File: config.mk
export PLATFORM = sky130hd
export DESIGN_NAME = core_seq_ctrl
export DESIGN_NICKNAME = d
export VERILOG_FILES = /design/src/rtl/core_seq_ctrl.sv
export SDC_FILE = /design/constraint.sdc
export NUM_CORES = 1
export LEC_CHECK = 0
export ABC_AREA = 0
export BUFFER_PORTS_ARGS = -buffer_cell sky130_fd_sc_hd__buf_4
export CAP_MARGIN = 20
export CORE_AREA = 3 3 199 201
export DETAILED_ROUTE_END_ITERATION = 6
export DIE_AREA = 0 0 202 204
export PLACE_DENSITY = 0.71
export SETUP_SLACK_MARGIN = 0.3
export SLEW_MARGIN = 25
export SYNTH_ARGS = -nofsm -noshare
export SYNTH_HDL_FRONTEND = slang
export SYNTH_SLANG_ARGS = --single-unit
File: constraint.sdc
create_clock -name clk -period 3.5 [get_ports clk]
set_input_delay 0.7 -clock clk [delete_from_list [all_inputs] [get_ports clk]]
set_output_delay 0.7 -clock clk [all_outputs]
set_load 0.01 [all_outputs]
File: src/rtl/core_seq_ctrl.sv
// Multicycle FETCH/DECODE/MEM/WB sequencer for TinyRisc-V; owns the architectural PC.
// 3 cycles per ALU/branch/jump, 4 per load/store with same-cycle acks; requests hold until ack or timeout.
module core_seq_ctrl #(
    parameter logic [31:0] RESET_PC       = 32'h0000_0100,
    parameter int unsigned TIMEOUT_CYCLES = 16
) (
    input  logic        clk,
    input  logic        rst,
    output logic        imem_req,
    output logic [31:0] imem_addr,
    input  logic        imem_ack,
    input  logic [31:0] imem_rdata,
    output logic [31:0] ir,
    output logic [31:0] pc,
    input  logic [6:0]  opcode,
    input  logic        wb_reg,
    input  logic [4:0]  rd_num,
    input  logic [31:0] rd_data,
    input  logic [31:0] imm,
    input  logic [1:0]  pc_sel,
    input  logic        br_taken,
    input  logic [31:0] rs1_data,
    input  logic [31:0] rs2_data,
    output logic        dmem_req,
    output logic        dmem_we,
    output logic [31:0] dmem_addr,
    output logic [31:0] dmem_wdata,
    input  logic        dmem_ack,
    input  logic [31:0] dmem_rdata,
    output logic        rf_we,
    output logic [4:0]  rf_waddr,
    output logic [31:0] rf_wdata,
    output logic [31:0] retire_cnt,
    output logic        error
);
    localparam logic [31:0] NOP      = 32'h0000_0013;
    localparam logic [6:0]  OP_LOAD  = 7'b0000011;
    localparam logic [6:0]  OP_STORE = 7'b0100011;

    typedef enum logic [2:0] {S_FETCH, S_DECODE, S_MEM, S_WB, S_ERR} state_t;

    state_t      state_q;
    logic [31:0] pc_q, ir_q, npc_q;
    logic        imem_req_q, dmem_req_q, dmem_we_q, load_q;
    logic [31:0] dmem_addr_q, dmem_wdata_q;
    logic        rf_we_q;
    logic [4:0]  rf_waddr_q;
    logic [31:0] rf_wdata_q, retire_q, wait_q;
    logic        error_q;

    logic [31:0] ea_d, npc_d;
    logic        is_load_d, is_store_d, timeout_d;

    always_comb begin
        ea_d       = rs1_data + imm;
        is_load_d  = (opcode == OP_LOAD);
        is_store_d = (opcode == OP_STORE);
        npc_d      = pc_q + 32'd4;
        case (pc_sel)
            2'd1:    if (br_taken) npc_d = pc_q + imm;
            2'd2:    npc_d = pc_q + imm;
            2'd3:    npc_d = ea_d & ~32'h1;
            default: npc_d = pc_q + 32'd4;
        endcase
        // The cycle that would make the count reach the limit is the last one an ack may arrive in.
        timeout_d  = (TIMEOUT_CYCLES != 0) && (wait_q + 32'd1 == TIMEOUT_CYCLES);
    end

    always_ff @(posedge clk) begin
        if (rst) begin
            state_q      <= S_FETCH;
            pc_q         <= RESET_PC;
            ir_q         <= NOP;
            npc_q        <= RESET_PC;
            imem_req_q   <= 1'b0;
            dmem_req_q   <= 1'b0;
            dmem_we_q    <= 1'b0;
            load_q       <= 1'b0;
            dmem_addr_q  <= 32'd0;
            dmem_wdata_q <= 32'd0;
            rf_we_q      <= 1'b0;
            rf_waddr_q   <= 5'd0;
            rf_wdata_q   <= 32'd0;
            retire_q     <= 32'd0;
            error_q      <= 1'b0;
            wait_q       <= 32'd0;
        end else begin
            rf_we_q <= 1'b0;
            case (state_q)
                S_FETCH: begin
                    // Request comes up one cycle after reset; waits only count while it is raised.
                    if (!imem_req_q) begin
                        imem_req_q <= 1'b1;
                    end else if (imem_ack) begin
                        ir_q       <= imem_rdata;
                        imem_req_q <= 1'b0;
                        wait_q     <= 32'd0;
                        state_q    <= S_DECODE;
                    end else if (timeout_d) begin
                        imem_req_q <= 1'b0;
                        error_q    <= 1'b1;
                        wait_q     <= 32'd0;
                        state_q    <= S_ERR;
                    end else begin
                        wait_q <= wait_q + 32'd1;
                    end
                end
                S_DECODE: begin
                    if (is_load_d || is_store_d) begin
                        dmem_addr_q  <= ea_d;
                        dmem_wdata_q <= rs2_data;
                        dmem_we_q    <= is_store_d;
                        dmem_req_q   <= 1'b1;
                        load_q       <= is_load_d;
                        npc_q        <= pc_q + 32'd4;
                        state_q      <= S_MEM;
                    end else begin
                        rf_waddr_q <= rd_num;
                        rf_wdata_q <= rd_data;
                        rf_we_q    <= wb_reg && (rd_num != 5'd0);
                        npc_q      <= npc_d;
                        state_q    <= S_WB;
                    end
                end
                S_MEM: begin
                    if (dmem_ack) begin
                        dmem_req_q <= 1'b0;
                        dmem_we_q  <= 1'b0;
                        wait_q     <= 32'd0;
                        if (load_q) begin
                            rf_wdata_q <= dmem_rdata;
                            rf_waddr_q <= rd_num;
                            rf_we_q    <= (rd_num != 5'd0);
                        end
                        state_q <= S_WB;
                    end else if (timeout_d) begin
                        dmem_req_q <= 1'b0;
                        dmem_we_q  <= 1'b0;
                        error_q    <= 1'b1;
                        wait_q     <= 32'd0;
                        state_q    <= S_ERR;
                    end else begin
                        wait_q <= wait_q + 32'd1;
                    end
                end
                S_WB: begin
                    retire_q <= retire_q + 32'd1;
                    if (npc_q[1:0] != 2'b00) begin
                        error_q <= 1'b1;
                        state_q <= S_ERR;
                    end else begin
                        pc_q       <= npc_q;
                        imem_req_q <= 1'b1;
                        state_q    <= S_FETCH;
                    end
                end
                S_ERR: state_q <= S_ERR;
                default: begin
                    error_q <= 1'b1;
                    state_q <= S_ERR;
                end
            endcase
        end
    end

    assign imem_req   = imem_req_q;
    assign imem_addr  = pc_q;
    assign ir         = ir_q;
    assign pc         = pc_q;
    assign dmem_req   = dmem_req_q;
    assign dmem_we    = dmem_we_q;
    assign dmem_addr  = dmem_addr_q;
    assign dmem_wdata = dmem_wdata_q;
    assign rf_we      = rf_we_q;
    assign rf_waddr   = rf_waddr_q;
    assign rf_wdata   = rf_wdata_q;
    assign retire_cnt = retire_q;
    assign error      = error_q;

endmodule

======== After elaboration in Yosys (flattened, before gate mapping) ========
Index checks and enable logic that the tools add are counted.
operators by class
  add/sub/neg operators ................... 5
  $mul .................................... 0
  divide/modulo/power cells ............... 0
  $lt $le $gt $ge ......................... 0
  equal/unequal tests ..................... 20
  shift operators ......................... 0
  multiplexer cells ....................... 44
  bitwise gates (word level) .............. 2
  reduce and logical (&&, ||, !) cells .... 17
operators by type and width
  operator                                                          number
  32-bit two-way mux                                                9
  32-bit case mux with 2 select lines                               2
  32-bit case mux with 3 select lines                               1
  32-bit by 1-bit adder with 32-bit output, second input constant   2
  32-bit adder                                                      2
  32-bit by 3-bit adder with 32-bit output, second input constant   1
  32-bit by 5-bit == test with 1-bit output, second input constant  1
  2-bit != test, second input constant                              9
  1-bit two-way mux                                                 17
  3-bit two-way mux                                                 5
  5-bit two-way mux                                                 3
  3-bit case mux with 4 select lines                                1
  5-bit case mux with 2 select lines                                1
  1-bit case mux with 2 select lines                                4
  2-bit AND reduction                                               4
  2-bit nonzero test                                                4
  7-bit by 2-bit == test with 1-bit output, second input constant   1
  7-bit by 6-bit == test with 1-bit output, second input constant   1
  3-bit by 2-bit == test with 1-bit output, second input constant   2
  3-bit AND reduction                                               2
  5-bit AND reduction                                               1
  5-bit nonzero test                                                1
  2-bit == test, second input constant                              2
  1-bit case mux with 4 select lines                                1
  other kinds (10)                                                  11
storage, ports and cells
  register bits after elaboration ......... 270
  bits in latches ......................... 0
  RAM bits ................................ 0
  ROM bits ................................ 0
  input port bits ......................... 212
  output and inout bits ................... 234
  word-level logic and storage cells ...... 104
  memories ................................ 0

======== Longest topological paths before layout ========
  word-level depth ........................ 6
  gate-level depth with buffers ........... 12
  depth with buffers taken out ............ 12

======== Worst setup path before layout ========
No wires, ideal clock.
  path type ............................... input to register
  from .................................... in imm[0]
  to ...................................... reg npc_q[16]
  setup time .............................. 135 ps
  arrival ................................. 3132 ps
  data required time ...................... 3365 ps
  setup slack ............................. 233 ps
  stages .................................. 11
  buffers on the path ..................... 0
  path through ............................ ha_1 > fa_1 > a211oi_1 > o211ai_1 > a311o_1 > a21oi_1 > o21bai_1 > a2111oi_0 > or3_1 > xor2_1 > o221ai_1
on the way
  word-level cells in the longest chain between the ends .. 4
  elaborated cells between the ends (all ways) .. 5
  those cells by class .................... add/sub: 2; mux: 3
RTL lines
  element                                  line    source
  from (decl)                              19      input logic [31:0] imm,
  32-bit adder                             60, 61
  32-bit two-way mux                       60      2'd1: if (br_taken) npc_d = pc_q + imm;
  32-bit case mux with 3 select lines (*)  59      case (pc_sel)
  32-bit two-way mux (*)                   109     if (is_load_d || is_store_d) begin
  to (signal assigned)                     115     npc_q <= pc_q + 32'd4;
  to (signal assigned)                     121     npc_q <= npc_d;
  to (decl)                                43      logic [31:0] pc_q, ir_q, npc_q;
Every way passes the cells marked *; elsewhere a longest branch is shown, timed or not.
A chain may end at the register's enable or synchronous reset.

======== Worst setup path after layout ========
  from .................................... in imm[0]
  to ...................................... reg npc_q[22]
Same word-level chain as after synthesis.

==> results.json <==
{
  "ir_worst_vdd_v": 0.000337,
  "reg2reg_depth": 11,
  "cp-end-kind": "flip-flop",
  "crit_path_max_incr_delay_ps": 370,
  "grt_pass1_wl_mm": 84.6,
  "ys.flop_type": "dfxtp_1",
  "r2r_slack_ps": 430,
  "status": "finished clean",
  "grt_use_met3_pct": 4.94,
  "slew_headroom_pct": 37.9,
  "cts.clk_slew.worst_paths_ps": 60,
  "grt_busiest_layer": "met2",
  "crit_slowest_cell": "fa_2",
  "synth-seq-cells": 270,
  "critPathArrivalTime_ps": 3430,
  "p_per_area_nw_per_um2": 400,
  "drcViolationCount": 0,
  "synth_cell_type_count": 85,
  "htree_levels": 2,
  "met2_usage_pct": 42.2,
  "fin_skew_ps": 9.05,
  "avgRoutedWirePerCell_um": 18.8,
  "coreArea_um2": 37800,
  "place_inst": 2886,
  "cts_inserted_buffers": 34,
  "hold_slack_ps": 407,
  "min_to": "ir[1]$_SDFFE_PP1P_",
  "nets": 2693,
  "finalNonFillerCells": 2952,
  "pin_count": 446,
  "overflow": 0,
  "post-place-ws_ps": -296,
  "holdPathStages": 3,
  "cp_max_fo": 3,
  "first_iter_violations": 1293,
  "antenna_left": 0,
  "vias_per_cell": 5.55,
  "grt_pass1_vias": 15600,
  "cts_tree": "yes",
  "cts_root_buf": "clkbuf_16",
  "met1_usage_pct": 33.1,
  "nFillCells": 3475,
  "maxSlewViolCount": 0,
  "cts.sinks": 270,
  "finalPower_mw": 8.35,
  "hold_violations": 0,
  "rsz0062_at_grt": "yes",
  "crit_chain": "buf_4 > ha_1 > fa_2 > a211oi_2 > o211ai_1 > a31oi_1 > buf_4 > o21ai_0 > nor4_2 > o41ai_2 > xnor2_1 > a221oi_1 > o21ai_0",
  "utilization_pct": 55.3,
  "initial_core_util_pct": 41.1,
  "drive_above_1_share_pct": 27.2,
  "dp_hpwl_mm": 41.9,
  "die_y_um": 204,
  "dieArea_um2": 41200,
  "grt_max_degree": 121,
  "place.gp.congestion": 0.946,
  "totalWireLength_mm": 55.5,
  "fin_ws_ps": 431,
  "hold_start": "imem_rdata[1]",
  "seq_area_frac_synth_pct": 34.8,
  "num_rows": 71,
  "syn-num-nets": 2250,
  "setup_viol": 0,
  "path_class": "primary input to flip-flop",
  "cts_buffer_depth": 3,
  "port_buffers": 445,
  "required_ps": 3860,
  "gr-usage-all-layers_pct": 25.2,
  "num_vias": 16400,
  "max_freq_ghz": 0.326,
  "area_growth_pct": 34.6,
  "worst_pin_slew_ps": 928,
  "antenna_found_initial": 4,
  "netlist_area_um2": 15500,
  "cp-start-kind": "primary input",
  "reg2reg_from": "wait_q[1]$_SDFFE_PP0P_",
  "ys.warnings.count": 0,
  "cap_violations": 0,
  "clock_latency_ps": 500,
  "synthArstFlopShare_pct": 0,
  "synth_edf_count": 0,
  "min_path_type": "primary input to flip-flop",
  "p_leak_nw": 8.85,
  "die_w_um": 202,
  "period_share_pct": 87.7,
  "netlist_instances": 1971,
  "syn_area_per_cell_um2": 7.88,
  "period_needed_ps": 3070,
  "dr.pass1.iters": 6,
  "timing.rr.end": "wait_q[21]$_SDFFE_PP0P_"
}
[worst max path at each step]
stage                                start  cells after the start                          to
finish                              imm[0]                     13      npc_q[22]$_SDFFE_PP0P_
detailed placement                  imm[0]                     13  dmem_addr[30]$_SDFFE_PP0P_
global route        wait_q[3]$_SDFFE_PP0P_                     10      wait_q[2]$_SDFFE_PP0P_
floorplan                           imm[0]                     11      npc_q[16]$_SDFFE_PP0P_
CTS                                 imm[0]                     13      npc_q[30]$_SDFFE_PP0P_
global placement                    imm[0]                     13  dmem_addr[30]$_SDFFE_PP0P_
[placed cells by master, fill, tap and decap left out, drive strengths merged, types with 6 or more instances in the layout]
| master | netlist | routed |
|---|---|---|
| mux2i | 41 | 41 |
| nand4 | 28 | 28 |
| a21oi | 200 | 200 |
| a211oi | 45 | 45 |
| a21o | 37 | 37 |
| and3 | 25 | 25 |
| nor3b | 8 | 8 |
| a221oi | 16 | 16 |
| nor2b | 7 | 7 |
| a31oi | 15 | 15 |
| and2 | 12 | 12 |
| a211o | 10 | 10 |
| o21a | 9 | 9 |
| dfxtp | 270 | 270 |
| xor2 | 62 | 62 |
| xnor2 | 61 | 61 |
| o211ai | 8 | 8 |
| a22oi | 15 | 15 |
| nor4 | 28 | 28 |
| a31o | 6 | 6 |
| nand3b | 12 | 12 |
| buf | 53 | 547 |
| o21ai | 80 | 80 |
| o41ai | 10 | 10 |
| or3 | 18 | 18 |
| nand2 | 338 | 338 |
| nand2b | 10 | 10 |
| inv | 27 | 28 |
| o221ai | 11 | 11 |
| ha | 65 | 65 |
| a22o | 9 | 9 |
| clkbuf | 88 | 46 |
| nand3 | 50 | 50 |
| clkinv | 0 | 11 |
| nor2 | 170 | 170 |
| nor3 | 52 | 52 |
| and4 | 12 | 12 |
[per-stage QoR]
step / setup TNS [ps] / area (µm²)
final: 0 / 20900
after global routing: 0 / 20900
after CTS: 0 / 20800
after detailed placement: -893 / 19600
after global placement: -663 / 19600
after floorplan: 0 / 15500
[where the power goes]
part | switching [mW] | internal (mW)
combinational | 0.879 | 0.686
clock | 1.37 | 2.14
sequential | 0.0813 | 3.20
[synth_stat cells, types with 15 or more instances]
master / instances / area (µm²)
buf_4: 32 / 240
nor3_1: 50 / 250
o21ai_0: 74 / 370
mux2i_1: 41 / 410
xnor2_1: 61 / 534
nand4_1: 26 / 163
or3_1: 18 / 113
inv_1: 26 / 97.6
nand2_1: 338 / 1270
a22oi_1: 15 / 113
nor4_1: 26 / 163
a21o_1: 37 / 278
ha_1: 65 / 813
a21oi_1: 200 / 1000
a221oi_1: 16 / 140
nand3_1: 48 / 240
dfxtp_1: 270 / 5410
xor2_1: 62 / 543
and3_1: 23 / 144
clkbuf_1: 88 / 330
nor2_1: 169 / 634
a211oi_1: 44 / 330
[metal layers]
layer	wire length, µm	vias to the layer above
li1	-	7935
met4	1440	0
met5	0	-
met2	26300	631
met3	4020	112
met1	23700	7700
[timing repair]
action,4_1_cts,5_1_grt
hold buffers,0,0
gates cloned,0,0
gates resized for setup,1,25
pin swaps,0,12
endpoints found under the setup margin,1,32
buffers inserted,0,3
endpoints found under the hold margin,0,0
[cell families (layout without fill, tap and decap cells)]
kind of cell	Yosys count	in the layout	share of synthesized area (%)
buffers and inverters	168	634	5.01
DFF	270	270	34.8
xor gates and xnor gates	123	123	6.94
AOI/OAI and AO/OA	505	505	20.7
adders and majority gates	67	67	5.50
other	0	4	0
and+or+nand+nor	796	796	24.3
muxes	42	42	2.72
[cell type report]
| class | count | area (µm²) | area share, % |
|---|---|---|---|
| well taps | 511 | 639 | 3.06 |
| multi-input cells | 1533 | 9460 | 45.3 |
| repair buffers | 548 | 4150 | 19.9 |
| flip-flops and latches | 270 | 5420 | 25.9 |
| inverters | 27 | 101 | 0.485 |
| clock inverters | 14 | 124 | 0.593 |
| clock buffers | 45 | 993 | 4.75 |
| diodes | 4 | 10.0 | 0.0479 |
[critical path: cells and delay by family]
| family | cells | cell delay (ps) |
|---|---|---|
| compound gates | 7 | 1370 |
| fa+ha+maj | 2 | 590 |
| simple gates | 1 | 310 |
| buf+inv | 2 | 280 |
| xor+xnor | 1 | 180 |
[flip-flops by register name (all words and copies together) (netlist names)]
signal and cells:
dmem_we 1, dmem_addr 32, error 1, wait_q 32, imem_req 1, imem_addr 32
state_q 3, rf_wdata 32, load_q 1, dmem_wdata 32, rf_we 1, rf_waddr 5
dmem_req 1, npc_q 32, retire_cnt 32, ir 32
Note: power is estimated with default switching activity, not from simulation.
